**src/rtl/rmii_phy_rx_pkg.sv**
```systemverilog
// Shared constants, state type and CRC helpers for the RMII PHY-side receiver.
package rmii_phy_rx_pkg;

    localparam logic [31:0] CRC_POLY    = 32'hEDB8_8320;
    localparam logic [31:0] CRC_RESIDUE = 32'hDEBB_20E3;
    localparam logic [31:0] CRC_INIT    = 32'hFFFF_FFFF;
    localparam logic [1:0]  PRE_DIBIT   = 2'b01;
    localparam logic [1:0]  SFD_DIBIT   = 2'b11;

    typedef enum logic [2:0] {
        IDLE = 3'd0,
        PRE  = 3'd1,
        DATA = 3'd2,
        DONE = 3'd3,
        DROP = 3'd4
    } rmii_rx_state_e;

    // Reflected CRC-32 advanced by one byte, LSB first
    function automatic logic [31:0] crc32_byte(input logic [31:0] crc, input logic [7:0] din);
        logic [31:0] c;
        c = crc ^ {24'h00_0000, din};
        for (int i = 0; i < 8; i++) begin
            c = c[0] ? ((c >> 1) ^ CRC_POLY) : (c >> 1);
        end
        return c;
    endfunction

    function automatic logic [15:0] sat_inc16(input logic [15:0] v);
        return (v == 16'hFFFF) ? v : (v + 16'd1);
    endfunction

endpackage

```
**src/rtl/rmii_phy_rx_if.sv**
```systemverilog
// Bundle of the RMII transmit-side inputs and the receiver's byte stream/status outputs.
interface rmii_phy_rx_if;

    logic        rmii_txen;
    logic [1:0]  rmii_txd;
    logic        rx_valid;
    logic [7:0]  rx_data;
    logic        rx_sof;
    logic        frm_done;
    logic [10:0] frm_len;
    logic        frm_crc_ok;
    logic [3:0]  frm_err;
    logic [15:0] cnt_ok;
    logic [15:0] cnt_bad;

    modport master (
        output rmii_txen, rmii_txd,
        input  rx_valid, rx_data, rx_sof, frm_done, frm_len, frm_crc_ok, frm_err, cnt_ok, cnt_bad
    );

    modport slave (
        input  rmii_txen, rmii_txd,
        output rx_valid, rx_data, rx_sof, frm_done, frm_len, frm_crc_ok, frm_err, cnt_ok, cnt_bad
    );

endinterface

```
**src/rtl/rmii_phy_rx_crc32.sv**
```systemverilog
// Byte-wise CRC-32 register; init has priority over a byte update.
module rmii_phy_rx_crc32
    import rmii_phy_rx_pkg::*;
(
    input  logic        clk,
    input  logic        rstn,
    input  logic        init,
    input  logic        en,
    input  logic [7:0]  din,
    output logic [31:0] crc
);

    logic [31:0] crc_r;

    // Running CRC over every byte after the SFD
    always_ff @(posedge clk or negedge rstn) begin
        if (!rstn) begin
            crc_r <= CRC_INIT;
        end else if (init) begin
            crc_r <= CRC_INIT;
        end else if (en) begin
            crc_r <= crc32_byte(crc_r, din);
        end
    end

    assign crc = crc_r;

endmodule

```
**src/rtl/rmii_phy_rx.sv**
```systemverilog
// RMII PHY-side receiver: strips preamble/SFD, rebuilds bytes from dibits,
// checks and removes the FCS, and reports per-frame status and counters.
module rmii_phy_rx
    import rmii_phy_rx_pkg::*;
#(
    parameter int MIN_PRE = 4,
    parameter int MIN_LEN = 60,
    parameter int MAX_LEN = 1514
) (
    input  logic         clk,
    input  logic         rstn,
    rmii_phy_rx_if.slave bus
);

    localparam logic [7:0]  MIN_PRE_C = 8'(MIN_PRE);
    localparam logic [10:0] MIN_LEN_C = 11'(MIN_LEN);
    localparam logic [10:0] MAX_LEN_C = 11'(MAX_LEN);

    rmii_rx_state_e  state_r;
    logic [7:0]      pre_cnt_r;
    logic [1:0]      phase_r;
    logic [5:0]      sh_r;
    logic [3:0][7:0] pipe_r;
    logic [2:0]      pipe_cnt_r;
    logic [10:0]     len_r;
    logic            sof_pend_r;

    logic            rx_valid_r;
    logic [7:0]      rx_data_r;
    logic            rx_sof_r;
    logic            frm_done_r;
    logic [10:0]     frm_len_r;
    logic            frm_crc_ok_r;
    logic [3:0]      frm_err_r;
    logic [15:0]     cnt_ok_r;
    logic [15:0]     cnt_bad_r;

    logic            txen_s;
    logic [1:0]      txd_s;
    logic [7:0]      byte_s;
    logic            sfd_s;
    logic            byte_done_s;
    logic [31:0]     crc_s;
    logic            crc_ok_s;
    logic [3:0]      err_s;
    logic            good_s;

    assign txen_s      = bus.rmii_txen;
    assign txd_s       = bus.rmii_txd;
    assign byte_s      = {txd_s, sh_r};
    assign sfd_s       = (state_r == PRE) && txen_s && (txd_s == SFD_DIBIT) && (pre_cnt_r >= MIN_PRE_C);
    assign byte_done_s = (state_r == DATA) && txen_s && (phase_r == 2'd3);

    rmii_phy_rx_crc32 u_crc (
        .clk  (clk),
        .rstn (rstn),
        .init (sfd_s),
        .en   (byte_done_s),
        .din  (byte_s),
        .crc  (crc_s)
    );

    // Frame status as it would be reported if txen is seen low this cycle
    always_comb begin
        err_s    = {(phase_r != 2'd0), (len_r > MAX_LEN_C), (len_r < MIN_LEN_C), 1'b0};
        crc_ok_s = (crc_s == CRC_RESIDUE);
        good_s   = crc_ok_s && (err_s == 4'b0000);
    end

    // Receive FSM with dibit shifter, 4-byte FCS hold-back pipe and status registers
    always_ff @(posedge clk or negedge rstn) begin
        if (!rstn) begin
            state_r      <= IDLE;
            pre_cnt_r    <= 8'd0;
            phase_r      <= 2'd0;
            sh_r         <= 6'd0;
            pipe_r       <= 32'd0;
            pipe_cnt_r   <= 3'd0;
            len_r        <= 11'd0;
            sof_pend_r   <= 1'b0;
            rx_valid_r   <= 1'b0;
            rx_data_r    <= 8'd0;
            rx_sof_r     <= 1'b0;
            frm_done_r   <= 1'b0;
            frm_len_r    <= 11'd0;
            frm_crc_ok_r <= 1'b0;
            frm_err_r    <= 4'd0;
            cnt_ok_r     <= 16'd0;
            cnt_bad_r    <= 16'd0;
        end else begin
            rx_valid_r <= 1'b0;
            rx_sof_r   <= 1'b0;
            frm_done_r <= 1'b0;
            case (state_r)
                IDLE: begin
                    if (txen_s) begin
                        if (txd_s == PRE_DIBIT) begin
                            state_r   <= PRE;
                            pre_cnt_r <= 8'd1;
                        end else begin
                            state_r <= DROP;
                        end
                    end
                end
                PRE: begin
                    if (!txen_s) begin
                        state_r <= IDLE;
                    end else if (txd_s == PRE_DIBIT) begin
                        if (pre_cnt_r != 8'hFF) begin
                            pre_cnt_r <= pre_cnt_r + 8'd1;
                        end
                    end else if (sfd_s) begin
                        state_r    <= DATA;
                        phase_r    <= 2'd0;
                        pipe_cnt_r <= 3'd0;
                        len_r      <= 11'd0;
                        sof_pend_r <= 1'b1;
                    end else begin
                        state_r <= DROP;
                    end
                end
                DATA: begin
                    if (!txen_s) begin
                        state_r      <= DONE;
                        frm_done_r   <= 1'b1;
                        frm_len_r    <= len_r;
                        frm_crc_ok_r <= crc_ok_s;
                        frm_err_r    <= err_s;
                        if (good_s) begin
                            cnt_ok_r <= sat_inc16(cnt_ok_r);
                        end else begin
                            cnt_bad_r <= sat_inc16(cnt_bad_r);
                        end
                    end else begin
                        phase_r <= phase_r + 2'd1;
                        sh_r    <= {txd_s, sh_r[5:2]};
                        if (byte_done_s) begin
                            // The last four bytes are always the FCS, so only bytes pushed
                            // out of a full pipe are payload
                            pipe_r <= {byte_s, pipe_r[3:1]};
                            if (pipe_cnt_r == 3'd4) begin
                                rx_valid_r <= 1'b1;
                                rx_data_r  <= pipe_r[0];
                                rx_sof_r   <= sof_pend_r;
                                sof_pend_r <= 1'b0;
                                if (len_r != 11'h7FF) begin
                                    len_r <= len_r + 11'd1;
                                end
                            end else begin
                                pipe_cnt_r <= pipe_cnt_r + 3'd1;
                            end
                        end
                    end
                end
                DONE: begin
                    state_r    <= IDLE;
                    pipe_cnt_r <= 3'd0;
                    phase_r    <= 2'd0;
                    sof_pend_r <= 1'b0;
                end
                DROP: begin
                    if (!txen_s) begin
                        state_r      <= IDLE;
                        frm_done_r   <= 1'b1;
                        frm_len_r    <= 11'd0;
                        frm_crc_ok_r <= 1'b0;
                        frm_err_r    <= 4'b0001;
                        cnt_bad_r    <= sat_inc16(cnt_bad_r);
                    end
                end
                default: begin
                    state_r <= IDLE;
                end
            endcase
        end
    end

    assign bus.rx_valid   = rx_valid_r;
    assign bus.rx_data    = rx_data_r;
    assign bus.rx_sof     = rx_sof_r;
    assign bus.frm_done   = frm_done_r;
    assign bus.frm_len    = frm_len_r;
    assign bus.frm_crc_ok = frm_crc_ok_r;
    assign bus.frm_err    = frm_err_r;
    assign bus.cnt_ok     = cnt_ok_r;
    assign bus.cnt_bad    = cnt_bad_r;

endmodule
```
**src/flat_wrapper.sv**
```systemverilog
// flat-port wrapper written by rule: the top's interface ports become plain ports
module rmii_phy_rx_flat import rmii_phy_rx_pkg::*;
#(
    parameter int MIN_PRE = 4,
    parameter int MIN_LEN = 60,
    parameter int MAX_LEN = 1514
)
  (clk, rstn, bus_rmii_txen, bus_rmii_txd, bus_rx_valid, bus_rx_data, bus_rx_sof, bus_frm_done, bus_frm_len, bus_frm_crc_ok, bus_frm_err, bus_cnt_ok, bus_cnt_bad);
  rmii_phy_rx_if bus_i ();
  input  logic clk;
  input  logic rstn;
  input wire logic [$bits(bus_i.rmii_txen)-1:0] bus_rmii_txen;
  input wire logic [$bits(bus_i.rmii_txd)-1:0] bus_rmii_txd;
  output wire logic [$bits(bus_i.rx_valid)-1:0] bus_rx_valid;
  output wire logic [$bits(bus_i.rx_data)-1:0] bus_rx_data;
  output wire logic [$bits(bus_i.rx_sof)-1:0] bus_rx_sof;
  output wire logic [$bits(bus_i.frm_done)-1:0] bus_frm_done;
  output wire logic [$bits(bus_i.frm_len)-1:0] bus_frm_len;
  output wire logic [$bits(bus_i.frm_crc_ok)-1:0] bus_frm_crc_ok;
  output wire logic [$bits(bus_i.frm_err)-1:0] bus_frm_err;
  output wire logic [$bits(bus_i.cnt_ok)-1:0] bus_cnt_ok;
  output wire logic [$bits(bus_i.cnt_bad)-1:0] bus_cnt_bad;
  assign bus_i.rmii_txen = bus_rmii_txen;
  assign bus_i.rmii_txd = bus_rmii_txd;
  assign bus_rx_valid = bus_i.rx_valid;
  assign bus_rx_data = bus_i.rx_data;
  assign bus_rx_sof = bus_i.rx_sof;
  assign bus_frm_done = bus_i.frm_done;
  assign bus_frm_len = bus_i.frm_len;
  assign bus_frm_crc_ok = bus_i.frm_crc_ok;
  assign bus_frm_err = bus_i.frm_err;
  assign bus_cnt_ok = bus_i.cnt_ok;
  assign bus_cnt_bad = bus_i.cnt_bad;
  rmii_phy_rx #(.MIN_PRE(MIN_PRE), .MIN_LEN(MIN_LEN), .MAX_LEN(MAX_LEN)) u_core (.clk(clk), .rstn(rstn), .bus(bus_i));
endmodule
```
**config.mk**
```make
export PLATFORM = sky130hd
export DESIGN_NAME = rmii_phy_rx_flat
export DESIGN_NICKNAME = d
export VERILOG_FILES = /design/src/rtl/rmii_phy_rx_pkg.sv /design/src/rtl/rmii_phy_rx_if.sv /design/src/rtl/rmii_phy_rx_crc32.sv /design/src/rtl/rmii_phy_rx.sv /design/src/flat_wrapper.sv
export SDC_FILE = /design/constraint.sdc
export NUM_CORES = 1
export LEC_CHECK = 0
export ABC_AREA = 1
export CAP_MARGIN = 40
export CORE_MARGIN = 1.5
export CORE_UTILIZATION = 40
export CTS_CLUSTER_SIZE = 14
export DETAILED_ROUTE_END_ITERATION = 10
export SLEW_MARGIN = 10
export SYNTH_ARGS = -nofsm -noshare
export SYNTH_HDL_FRONTEND = slang
export SYNTH_SLANG_ARGS = --single-unit
```
**constraint.sdc**
```tcl
create_clock -name clk -period 1.8 [get_ports clk]
set_input_delay 0.27 -clock clk [delete_from_list [all_inputs] [get_ports clk]]
set_output_delay 0.27 -clock clk [all_outputs]
set_load 0.01 [all_outputs]
```
* After elaboration in Yosys (flattened, before gate mapping) *
Cells that the tools add are included.

operators by class
  bitwise gates (word level) = 11
  equal/unequal tests = 29
  mux-type cells = 75
  add/sub/neg operators = 6
  $lt $le $gt $ge = 3
  reductions and logical operators = 27

operators by type and width
  operator                                                count
  2-to-1 mux 32 bit                                       10
  NOT 13 -> 14 bit                                        8
  2-to-1 mux 11 bit                                       9
  2-to-1 mux 16 bit                                       4
  one-hot mux 11 bit (2 select lines)                     2
  2-to-1 mux 8 bit                                        5
  2-to-1 mux 3 bit                                        13
  adder 16 x 1 -> 16 bit (second input constant)          2
  equality test 16 bit (second input constant)            2
  equality test 32 bit (second input constant)            1
  one-hot mux 16 bit (2 select lines)                     1
  XOR 32 x 8 -> 32 bit                                    1
  inequality test 2 bit (second input constant)           12
  2-to-1 mux 1 bit                                        18
  one-hot mux 8 bit (2 select lines)                      1
  AND reduction 4 bit                                     4
  AND reduction 7 bit                                     2
  one-hot mux 3 bit (4 select lines)                      1
  adder 11 x 1 -> 11 bit (second input constant)          1
  greater-than comparator 11 bit (second input constant)  1
  < comparator 11 x 6 -> 1 bit (second input constant)    1
  inequality test 11 bit (second input constant)          1
  nonzero test 2 bit                                      5
  one-hot mux 3 bit (3 select lines)                      1
  other kinds (28)                                        45

storage, ports and cells
  word-level logic and storage cells = 172
  bits of input ports = 5
  register bits after elaboration = 157
  output and inout port bits = 59

* Logic depth before layout (Yosys ltp) *
Gate-level depths: netlist (run 1).

  word-level depth = 19
  mapped depth = 14
  gate-level depth less buffers = 13

* Hierarchy *
A second synthesis (run 1) with hierarchy kept.

unflattened totals
  cell total of the unflattened synthesis = 1,148
  area, all modules = 8,792.2 um^2

modules (own cells, without submodules)
  module             area an instance (um^2)  seq. area each (um^2)  cells each  instances
  rmii_phy_rx        6,307.3                  3,128.0                800         1
  rmii_phy_rx_crc32  2,484.9                  840.8                  348         1

* Least setup slack after synthesis (run 1) *
No wires, ideal clock.

  path kind = register -> register
  from = register u_core.cnt_ok_r[0] (netlist: u_core.bus.cnt_ok[0])
  to = register u_core.cnt_ok_r[10] (netlist: u_core.bus.cnt_ok[10])
  period minus slack after synthesis = 1,925 ps
  stages on the path, launching flop included = 11
  required time = 1,683 ps
  buffers on the path = 1
  setup time = 117 ps
  arrival = 1,808 ps
  slack = -125 ps
  path through = dfrtp_1 -> ha_1 -> nand2_1 -> nor2_1 -> nand2_1 -> nor2_1 -> nor2_1 -> nand4_1 -> clkbuf_1 -> nand2_1 -> nand2_1

on the way
  word-level cells in the longest chain between the ends = 3
  elaborated cells on any way between the ends = 4
  those cells by class = add/sub (1); eq/ne (1); bitwise (1); reduce/logical (1)

RTL lines
  what                                                            line                RTL
  from (decl)                                                     rmii_phy_rx.sv:35   logic [15:0] cnt_ok_r;
  from (signal assigned)                                          rmii_phy_rx.sv:130  cnt_ok_r <= sat_inc16(cnt_ok_r);
  branches (longest 3 deep; another with adder 16 x 1 -> 16 bit)  -

Parallel ways; which one is timed is not known.
A chain may end at the register's enable or synchronous reset.

* Final worst setup path (run 1) *
  from = register u_core.state_r[1]
  to = register u_core.u_crc.crc_r[21] (netlist: u_core.u_crc.crc[21])

on the way
  word-level cells in the longest chain between the ends = 5
  elaborated cells on any way between the ends = 9
  those cells by class = eq/ne (2); mux (1); reduce/logical (6)

RTL lines
  what                                                     line                     RTL
  from (decl)                                              rmii_phy_rx.sv:19        rmii_rx_state_e state_r;
  from (signal assigned)                                   rmii_phy_rx.sv:73        state_r <= IDLE;
  from (signal assigned)                                   rmii_phy_rx.sv:98        state_r <= PRE;
  from (signal assigned)                                   rmii_phy_rx.sv:101       state_r <= DROP;
  equality test 3 x 1 -> 1 bit                             rmii_phy_rx.sv:51        assign sfd_s = (state_r == PRE) && txen_s && (txd_s == SFD_DIBIT) && (pre_cnt_r >= MIN_PRE_C);
  logical AND 1 bit (3 in series)                          rmii_phy_rx.sv:51
  2-to-1 mux 32 bit or nonzero test 2 bit (tied branches)  -
  to (signal assigned)                                     rmii_phy_rx_crc32.sv:22  crc_r <= crc32_byte(crc_r, din);
  to (decl)                                                rmii_phy_rx_crc32.sv:13  logic [31:0] crc_r;

Parallel ways exist; a longest one is shown, timed or not.

==> flow_summary.json, run 1 <==
{
  "ioPinCount": 64,
  "synth_cells": 1168,
  "dieHeight_um": 151,
  "layout-drive-gt1-share_pct": 22.6,
  "route.detailed.drc": 0,
  "power_density_mw_per_mm2": 1290,
  "cts_tree": "yes",
  "wire_per_inst_um": 14.1,
  "synth-seq-cells": 157,
  "post-route-period-util_pct": 106,
  "finalClockSkew_ns": 0.00926,
  "yosysMostFrequentCell": "nand2_1",
  "numCtsBuffers": 17,
  "rows": 54,
  "synth-edff-count": 0,
  "clkTransAtPathRegs_ns": 0.07,
  "syn_area_per_cell_um2": 7.53,
  "clockRootBuffer": "clkbuf_16",
  "nets": 1381,
  "gp_congestion": 0.876,
  "grt_pass1_wl_um": 38000,
  "clockBufferDepth": 2,
  "finalWorstSetupSlack_ns": -0.101,
  "leakage_nw": 5.72,
  "grt_max_degree": 48,
  "outcome": "finished, violations left",
  "die_w_um": 151,
  "pre_cts_ws_ns": -0.293,
  "critPathMaxFanout": 6,
  "yosysTopAreaCell": "dfrtp_1",
  "stdcell_count": 1659,
  "ir_drop_mv": 0.674,
  "drtIter0Drc": 493,
  "antenna_left": 0,
  "fmax_mhz": 526,
  "dieArea_mm2": 0.0229,
  "clock-sinks": 157,
  "finalPower_mw": 15.2,
  "crit_path_end_kind": "flop",
  "max_slew_margin_pct": 70.9,
  "area_growth_pct": 34.5,
  "grt_pass1_vias": 7492,
  "placed_cells": 1609,
  "diodes": 0,
  "crit_required_ns": 2.16,
  "fillers": 2001,
  "drv_cap": 0,
  "start_kind": "flop",
  "avgViaCountPerCell": 4.84,
  "drt-pass1-iter-count": 6,
  "synth_cell_types": 38,
  "vias": 8029,
  "clock_latency_ns": 0.43,
  "hp-class": "primary input to asynchronous set/reset pin",
  "yosysTopAreaCellShare_pct": 35.6,
  "yosysWarningCount": 0,
  "htree_levels": 4,
  "start_util_pct": 40.6,
  "synthTopCellsByCount": "428 x nand2_1, 125 x dfrtp_1, 118 x inv_1, 84 x o21ai_0, 77 x nor2_1",
  "ys_async_sr_fraction_pct": 100,
  "grt_antenna_before_repair": 0,
  "hold_viol_final": 0,
  "min_period_ns": 1.90,
  "place_hpwl_um": 16600,
  "syn-cell-area_mm2": 0.00880,
  "core_mm2": 0.0217,
  "grt.overflow.total": 0,
  "portBuffers": 63,
  "whs_ns": 0.317,
  "syn_nets": 1183,
  "final-setup-viol-count": 65,
  "crit_arrival_ns": 2.27,
  "gr-usage-all-layers_pct": 21.4,
  "worstSetupPathType": "flop to flop",
  "ys.flop_type": "dfrtp_1",
  "synthTopCellsByArea": "dfrtp_1 36%, nand2_1 18%, dfstp_2 9.6%, xor2_1 5.4%, inv_1 5.0%",
  "routed_wl_um": 23400,
  "rsz0062_at_grt": "yes",
  "synth_seq_area_share_pct": 45.1,
  "slew_violations": 0,
  "tightest_slew_ns": 0.433,
  "violations": "setup timing"
}
## final cells by class
type | instances | area [µm²] | share of cell area (%)
multi-input combinational | 852 | 4480 | 37.9
sequential | 157 | 3970 | 33.6
timing repair buffer | 211 | 1900 | 16.1
inverter | 124 | 483 | 4.08
clock buffer | 18 | 439 | 3.71
tap | 280 | 350 | 2.96
clock inverter | 14 | 183 | 1.54
timing repair inverter | 3 | 23.8 | 0.201
## routing by layer
layer / up-vias / global-route usage [%] / wire length (µm) / part of all wire, %
met1: 3723 / 30.2 / 11300 / 48
met5: - / 0 / 0 / 0
met4: 0 / 7.09 / 347 / 1.5
li1: 4103 / - / - / -
met3: 31 / 3.25 / 873 / 3.7
met2: 172 / 33.3 / 10800 / 46
## cells in the final DEF, fill, tap and decap left out, types with 11 or more instances in the layout
master           instances
buf_4                  126
buf_6                   12
clkbuf_16               17
clkdlybuf4s50_1         61
dfrtp_1                123
dfstp_2                 32
inv_1                  114
nand2_1                391
nand2_2                 33
nand3_1                 72
nand4_1                 27
nor2_1                  61
nor2_2                  13
nor3_1                  17
o211ai_1                11
o21ai_0                 71
o21ai_1                 11
xnor2_1                 18
xor2_1                  54
## registers in the layout (all words and copies together), names as in the netlist, 4 cells and up
| name | count |
|---|---|
| u_core.bus.cnt_bad | 16 |
| u_core.bus.cnt_ok | 16 |
| u_core.bus.frm_err | 4 |
| u_core.bus.frm_len | 11 |
| u_core.bus.rx_data | 8 |
| u_core.len_r | 11 |
| u_core.pipe_r | 32 |
| u_core.pre_cnt_r | 8 |
| u_core.sh_r | 6 |
| u_core.u_crc.crc | 32 |
## path summary, 6_finish.rpt
| check | from | endpoint | slack [ns] | cells after the start |
|---|---|---|---|---|
| setup / recovery | u_core.state_r[1] | u_core.u_crc.crc[21] | -0.10 | 12 |
| hold / removal | rstn | u_core.pre_cnt_r[3] | 0.32 | 2 |
| setup reg to reg | u_core.state_r[1] | u_core.u_crc.crc[21] | -0.10 | 12 |
| hold reg to reg | u_core.pipe_r[15] | u_core.pipe_r[7] | 0.47 | 2 |
| max in group asynchronous | rstn | u_core.len_r[7] | 0.88 | 3 |
| min in group clk | u_core.pipe_r[15] | u_core.pipe_r[7] | 0.47 | 2 |
## power by group
group / internal, mW / switching (mW)
logic: 2.81 / 4.01
clock network: 2.25 / 1.58
registers: 4.19 / 0.396
## what timing repair did
action,in CTS,in global routing
endpoints found under the setup margin,37,116
pin swaps,12,30
hold buffers,1,0
setup buffers,2,11
hold endpoints to repair,2,0
cloned,1,3
gates resized for setup,21,108
## through the flow
step | instance area, µm² | setup TNS [ns] | util, %
after floorplan | 8800 | 0 | -
after global placement | 10700 | -16.97 | 49.2
after detailed placement | 10700 | -18.01 | 49.2
after CTS | 11400 | -0.810 | 52.5
after global routing | 11800 | -13.46 | 54.6
final | 11800 | -2.51 | 54.6
## critical path: stages (launching register included)
cell and delay (ns):
dfrtp_1 0.37, inv_2 0.06, nor3_4 0.31, buf_6 0.16, inv_4 0.04, nor2_4 0.12, nand2_4 0.09, buf_12 0.14
nand2_8 0.09, inv_1 0.16, buf_4 0.18, nand2_1 0.06, nand2_1 0.05
## logic make-up after synthesis
family | after synthesis | synth area share, %
XOR/XNOR | 75 | 7.47
AND/OR/NAND/NOR | 642 | 30.4
buffers and inverters | 159 | 7.47
adder cells (fa/ha/maj) | 10 | 1.42
flip-flops | 157 | 45.1
AO/OA/AOI/OAI | 125 | 8.11
No activity file was read; power rests on OpenSTA's default activity.
==> run 2, diff against run 1 <==
- CTS_BUF_LIST: not set -> sky130_fd_sc_hd__clkbuf_4
==> flow_summary.json, run 2 (synthesis results as in run 1) <==
{
  "tightest_slew_ns": 0.431,
  "clock-sinks": 157,
  "final_common_cell": "nand2_1",
  "antenna_left": 0,
  "leakage_nw": 6.41,
  "power_frac_clock_pct": 16.5,
  "dieArea_mm2": 0.0229,
  "clock_latency_ns": 0.59,
  "rsz0062_at_grt": "yes",
  "p_switching_mw": 6.36,
  "nets": 1426,
  "max_slew_margin_pct": 71.1,
  "rows": 54,
  "final_util_pct": 57.2,
  "dieHeight_um": 151,
  "power_density_mw_per_mm2": 1180,
  "avgViaCountPerCell": 4.89,
  "numCtsBuffers": 17,
  "min_period_ns": 1.91,
  "ioPinCount": 64,
  "start_util_pct": 40.6,
  "area_growth_pct": 41.1,
  "vias": 8332,
  "cts_tree": "yes",
  "wire_per_inst_um": 14.7,
  "drtIter0Drc": 465,
  "pwr-share-seq_pct": 31.3,
  "routed_wl_um": 25000,
  "route.detailed.drc": 0,
  "finalClockSkew_ns": 0.0229,
  "outcome": "finished, violations left",
  "worstSetupPathType": "flop to flop",
  "clockBufferDepth": 2,
  "crit_arrival_ns": 2.39,
  "grt_antenna_before_repair": 1,
  "place_hpwl_um": 16600,
  "gp_congestion": 0.876,
  "ir_drop_mv": 0.658,
  "grt.overflow.total": 0,
  "crit_path_end_kind": "flop",
  "start_kind": "flop",
  "crit_required_ns": 2.28,
  "critPathMaxFanout": 7,
  "p_comb_share_pct": 52.2,
  "slew_violations": 0,
  "grt_pass1_vias": 7581,
  "drt-pass1-iter-count": 7,
  "grt_pass1_wl_um": 38200,
  "portBuffers": 63,
  "grt_max_degree": 48,
  "layout-drive-gt1-share_pct": 30.1,
  "post-route-period-util_pct": 106,
  "clkTransAtPathRegs_ns": 0.16,
  "fmax_mhz": 524,
  "hold_viol_final": 0,
  "r2r_slack_ns": -0.11,
  "r2r_cells": 11,
  "drv_cap": 0,
  "final_cell_mix": "356 x nand2_1, 144 x buf_4, 114 x dfrtp_1",
  "timing.rr.start": "u_core.u_crc.crc[13]",
  "core_mm2": 0.0217,
  "clockRootBuffer": "clkbuf_4",
  "final-setup-viol-count": 44,
  "violations": "setup timing",
  "hp-class": "primary input to asynchronous set/reset pin",
  "finalWorstSetupSlack_ns": -0.108,
  "switching_share_pct": 43.6,
  "timing.rr.end": "u_core.bus.cnt_bad[12]",
  "htree_levels": 4,
  "die_w_um": 151,
  "gr-usage-all-layers_pct": 21.5,
  "pre_cts_ws_ns": -0.293,
  "p_int_mw": 8.23,
  "whs_ns": 0.157
}
run 2: worst max-delay path by stage:
stage,from,endpoint,slack [ns],cells past startpoint
global route,u_core.state_r[1],u_core.bus.cnt_bad[6],-0.23,12
global placement,bus_rmii_txen,u_core.len_r[10],-0.25,8
finish,u_core.u_crc.crc[13],u_core.bus.cnt_bad[12],-0.11,11
floorplan,u_core.bus.cnt_ok[0],u_core.bus.cnt_ok[10],0.002,10
CTS,u_core.u_crc.crc[6],u_core.bus.cnt_bad[4],-0.09,11
detailed placement,bus_rmii_txd[0],u_core.pre_cnt_r[2],-0.29,6
run 2: area by class of cell:
type,instances,area (µm²)
diodes,1,2.50
inverters,124,504
fillers,1971,9280
clock inverters,15,186
flip-flops and latches,157,3980
repair inverters,3,21.3
multi-input cells,852,4810
repair buffers,256,2420
clock buffers,17,128
well taps,280,350
run 2: routing by layer:
metal / part of all wire [%] / vias up / global-route usage (%)
met2: 47 / 189 / 33.5
met5: 0 / - / 0
met4: 2.0 / 0 / 6.31
met1: 47 / 3912 / 30.8
met3: 4.0 / 37 / 3.37
li1: - / 4194 / -
run 2: per-stage QoR:
stage          std cells  instance area, µm²  total power, mW  setup TNS [ns]
2_1_floorplan       1168                8800             8.44               0
3_3_place_gp        1609               10700             10.8          -16.97
3_5_place_dp        1609               10700             10.9          -18.01
4_1_cts             1678               11300             13.5          -0.843
5_1_grt             1705               12400             15.6           -8.30
6_report            1705               12400             14.6           -1.81
run 2: timing repair:
action                                  4_1_cts  5_1_grt
hold buffers                                  1        0
hold endpoints to repair                    151        0
resized for setup                            86      237
pin swaps                                    10       51
cloned                                        2        7
endpoints found under the setup margin       80      129
buffers inserted                             34       19
run 2: power groups by stage:
stage                     clock network, mW  logic, mW  registers [mW]
final                                  2.41       7.61            4.57
after global routing                   2.63       8.37            4.65
after CTS                              2.48       6.47            4.56
after detailed placement                  0       6.24            4.64
after global placement                    0       6.18            4.63
after floorplan                           0       3.78            4.66
run 2: worst max-delay path: stages, from the launching register on:
cell and delay [ns]:
dfstp_2 0.56, nand2_1 0.06, nor2_2 0.13, nand2_1 0.10, nor2_2 0.16, nand2_2 0.12, nor2_4 0.15, nand2_4 0.09
nand2_8 0.11, clkinvlp_4 0.16, nand2_2 0.10, nand2_1 0.05
